[config.mk]
export PLATFORM = sky130hd
export DESIGN_NAME = plab4_net_terminal_inject
export DESIGN_NICKNAME = d
export VERILOG_FILES = /design/src/rtl/plab4_net_terminal_inject.sv
export SDC_FILE = /design/constraint.sdc
export NUM_CORES = 1
export LEC_CHECK = 0
export CAP_MARGIN = 20
export CORE_ASPECT_RATIO = 0.7
export CORE_MARGIN = 3
export CORE_UTILIZATION = 41
export DETAILED_ROUTE_END_ITERATION = 7
export GPL_ROUTABILITY_DRIVEN = 0
export PLACE_DENSITY = 0.8
export SYNTH_ARGS = -nofsm -noshare
export SYNTH_HDL_FRONTEND = slang
export SYNTH_SLANG_ARGS = --single-unit
[constraint.sdc]
create_clock -name clk -period 3.29 [get_ports clk]
set_input_delay 0.8225 -clock clk [delete_from_list [all_inputs] [get_ports clk]]
set_output_delay 0.8225 -clock clk [all_outputs]
set_load 0.005 [all_outputs]
[src/rtl/plab4_net_terminal_inject.sv]
// Terminal injection stage: wraps client {dest, payload} requests into full
// network messages and throttles the client to a bounded number in flight.

`ifndef VC_NET_MSG_NBITS
`define VC_NET_MSG_NBITS(p_,o_,s_)         ((p_)+(o_)+2*(s_))
`define VC_NET_MSG_PAYLOAD_FIELD(p_,o_,s_) (p_)-1 : 0
`define VC_NET_MSG_OPAQUE_FIELD(p_,o_,s_)  (o_)+(p_)-1 : (p_)
`define VC_NET_MSG_SRC_FIELD(p_,o_,s_)     (s_)+(o_)+(p_)-1 : (o_)+(p_)
`define VC_NET_MSG_DEST_FIELD(p_,o_,s_)    2*(s_)+(o_)+(p_)-1 : (s_)+(o_)+(p_)
`endif

module plab4_net_terminal_inject #(
    parameter int p_payload_nbits = 32,
    parameter int p_opaque_nbits  = 3,
    parameter int p_srcdest_nbits = 3,
    parameter int p_router_id     = 0,
    parameter int p_num_routers   = 8,
    parameter int p_max_inflight  = 4,
    localparam int c_net_msg_nbits =
        `VC_NET_MSG_NBITS(p_payload_nbits, p_opaque_nbits, p_srcdest_nbits)
) (
    input  logic                       clk,
    input  logic                       reset,
    input  logic                       req_val,
    output logic                       req_rdy,
    input  logic [p_srcdest_nbits-1:0] req_dest,
    input  logic [p_payload_nbits-1:0] req_payload,
    output logic                       out_val,
    input  logic                       out_rdy,
    output logic [c_net_msg_nbits-1:0] out_msg,
    input  logic                       done,
    output logic [3:0]                 inflight,
    output logic                       bad_dest
);

    logic [p_opaque_nbits-1:0]  tag_reg;
    logic [c_net_msg_nbits-1:0] msg_next;
    logic                       accept;
    logic                       dest_legal;
    logic                       accept_legal;

    // Ready only looks at the output slot and the credit count, never at req_val.
    assign req_rdy      = !reset && (!out_val || out_rdy)
                          && (inflight < 4'(p_max_inflight));
    assign accept       = req_val && req_rdy;
    assign dest_legal   = {1'b0, req_dest} < (p_srcdest_nbits + 1)'(p_num_routers);
    assign accept_legal = accept && dest_legal;

    always_comb begin
        msg_next = '0;
        msg_next[`VC_NET_MSG_DEST_FIELD(p_payload_nbits, p_opaque_nbits, p_srcdest_nbits)]    = req_dest;
        msg_next[`VC_NET_MSG_SRC_FIELD(p_payload_nbits, p_opaque_nbits, p_srcdest_nbits)]     = p_srcdest_nbits'(p_router_id);
        msg_next[`VC_NET_MSG_OPAQUE_FIELD(p_payload_nbits, p_opaque_nbits, p_srcdest_nbits)]  = tag_reg;
        msg_next[`VC_NET_MSG_PAYLOAD_FIELD(p_payload_nbits, p_opaque_nbits, p_srcdest_nbits)] = req_payload;
    end

    // A new accept overwrites the slot even while it drains, giving one message per cycle.
    always_ff @(posedge clk) begin
        if (reset) begin
            out_val  <= 1'b0;
            out_msg  <= '0;
            tag_reg  <= '0;
            inflight <= '0;
            bad_dest <= 1'b0;
        end else begin
            bad_dest <= accept && !dest_legal;

            if (accept_legal) begin
                out_msg <= msg_next;
                out_val <= 1'b1;
                tag_reg <= tag_reg + p_opaque_nbits'(1);
            end else if (out_val && out_rdy) begin
                out_val <= 1'b0;
            end

            if (accept_legal && !done) begin
                inflight <= inflight + 4'd1;
            end else if (!accept_legal && done && (inflight != 4'd0)) begin
                inflight <= inflight - 4'd1;
            end
        end
    end

endmodule

==> results.cfg <==
[status]
outcome = finished clean

[floorplan]
row_count = 19
die_w_um = 87.0
die_area_mm2 = 0.00546
initial_core_util_pct = 45.3
die_h_um = 62.7
design.core.area_mm2 = 0.00416
ios = 88

[clocking]
cts_root_buffer = clkbuf_8
clock_latency_ps = 290
numCtsBuffers = 5
clock-sinks = 46
cts_resized = 0
cts_setup_buffers = 0
clk_pin_slew_ps = 80
cts_tree = built
ctsHtreeMaxLevel = 2
ctsHoldBuffers = 0
cts_max_path_buffers = 2

[setup_path]
rrSetupSlack_ps = 890
criticalPathCategory = in -> out
crit_top_cell = clkdlybuf4s50_1
reg2regPathDepth = 8
reg2reg_from = inflight[3]
crit_path_start_kind = input pin
crit_slowest_cell = clkdlybuf4s50_1
path_cells = clkdlybuf4s50_1 -> and2b_1 -> nor4_1 -> clkdlybuf4s50_1
crit_required_ps = 2470
max_stage_delay_ps = 540
critPathMaxFanout = 4
r2r_end = inflight[3]
cp_num_buf_inv = 2
critical_path_arrival_ps = 2260
critPathTopFamily = buffers and inverters
cp-end-kind = output pin

[sta]
fin_crit_ps = 3090
setup_viol = 0
finalHoldViolCount = 0
fin_worst_skew_ps = 4.26
max_slew_margin_pct = 62.1
fin_ws_ps = 204
fin_setup_tns_ps = 0
rsz0062_at_grt = no
tightest_slew_ps = 563
fmax_mhz = 324
fin_crit_sh_pct = 93.8
slew_violations = 0

[logic_synthesis]
synth_seq_cells = 46
syn_area_per_cell_um2 = 8.57
ys_seq_area_share_pct = 48.9
synth_cells = 220
yosysWarnings = 0
netlist_area_mm2 = 0.00188
yosysUniqueCellTypes = 30

[detailed_routing]
antenna_left = 0
drc = 0
wl_um = 4600
vias = 1765
wl_per_cell_um = 13.0
first_pass_iters = 4
viasPerCell = 4.97
drtIter0Drc = 77

[final_layout]
drive_gt1_share_pct = 5.94
antenna_cells = 0
num-nets-final = 346
utilization_pct = 68.4
final_common_cell = clkdlybuf4s50_1
instances_no_fill = 355
largest_reg_flops = 38
syn_to_final_growth_pct = 51.0
layout_common_cells = 83 x clkdlybuf4s50_1, 80 x nand2_1, 46 x dfxtp_1

[min_path]
hold_path.class = reg -> reg
hold_depth = 2
hold_start = tag_reg[2]
whs_endpoint = out_msg[34]

[global_route]
grt_usage_pct = 17.4
grt-busiest-layer = met2
grt_antenna_before_repair = 0
grt_pass1_vias = 1689
grt_pass1_wl_um = 7710
grt_max_degree = 49
use_met1_pct = 21.8
overflow = 0
grt.met2_usage_pct = 27.7
met3_usage_pct = 6.59

[run]
maxCapViolations = 0

[power_and_ir_drop]
ir_worst_vdd_uv = 370
p_leak_nw = 1.21
power_density_mw_per_mm2 = 599

[place]
dp_hpwl_um = 3220
io_buffers = 83
dp.cells = 347
place_ws_ps = 67.8
-- synth_stat cells, drive strengths merged --
cell type	count	area share, %
nor4b	1	0.46
a21oi	4	1.1
nand3b	38	15
nor2	3	0.73
nor4	1	0.33
dfxtp	46	49
and2b	1	0.40
o41a	1	0.60
o21ai	4	1.1
xor2	2	0.93
inv	1	0.20
nand2	80	16
nor3b	1	0.40
or4	1	0.40
buf	8	2.8
nand2b	2	0.66
fa	1	1.1
conb	1	0.20
ha	3	2.0
or4b	1	0.73
clkbuf	9	1.8
a22o	1	0.46
o311ai	1	0.46
xnor2	1	0.46
a21boi	1	0.40
nand3	3	0.80
nor3	4	1.7
-- metrics by stage --
| stage | total power, mW | hold WS [ps] | cell area [um2] |
|---|---|---|---|
| 2_1_floorplan | 1.03 | 430 | 1900 |
| 3_3_place_gp | 1.35 | 437 | 2750 |
| 3_5_place_dp | 1.37 | 444 | 2750 |
| 4_1_cts | 1.73 | 451 | 2850 |
| 5_1_grt | 1.82 | 478 | 2850 |
| 6_report | 1.70 | 450 | 2850 |
-- per-layer routing --
metal  wire [um]  vias up  part of all wire, %
li1            -      879                    -
met1        2050      806                   45
met2        1980       73                   43
met3         523        7                   11
met4          48        0                  1.0
met5           0        -                    0
-- tightest hold or removal path: stages (launching register included) --
cell     delay (ps)
dfxtp_1         320
nand2_1          50
nand2_1          40
-- layout make-up --
class / instances / area [um2]
Inverter: 1 / 3.75
Tap cell: 52 / 65.1
Sequential cell: 46 / 921
Timing Repair Buffer: 89 / 876
Clock buffer: 6 / 82.6
Clock inverter: 2 / 12.5
Fill cell: 345 / 1320
Multi-Input combinational cell: 159 / 885
-- cells by family (layout without fill, tap and decap cells) --
group	count (synthesis)	in the layout	share of synthesized area [%]
flops	46	46	48.9
simple gates	136	136	37.6
other cells	1	4	0.199
buf+inv	18	98	4.78
compound gates	12	12	4.05
fa+ha+maj	4	4	3.05
xor+xnor	3	3	1.39
-- power breakdown --
| group | switching (mW) | internal (mW) |
|---|---|---|
| Clock | 0.186 | 0.169 |
| Sequential | 0.0835 | 0.671 |
| Combinational | 0.246 | 0.348 |
| Total | 0.516 | 1.19 |
-- how the worst max path moves through the flow --
stage	startpoint	end	slack, ps	depth (start not counted)
detailed placement	req_val	inflight[3]	70	9
floorplan	reset	inflight[3]	570	8
global placement	reset	inflight[3]	110	9
global route	out_rdy	req_rdy	100	4
finish	out_rdy	req_rdy	200	4
CTS	out_rdy	req_rdy	200	4
(Power assumes the default switching activity.)
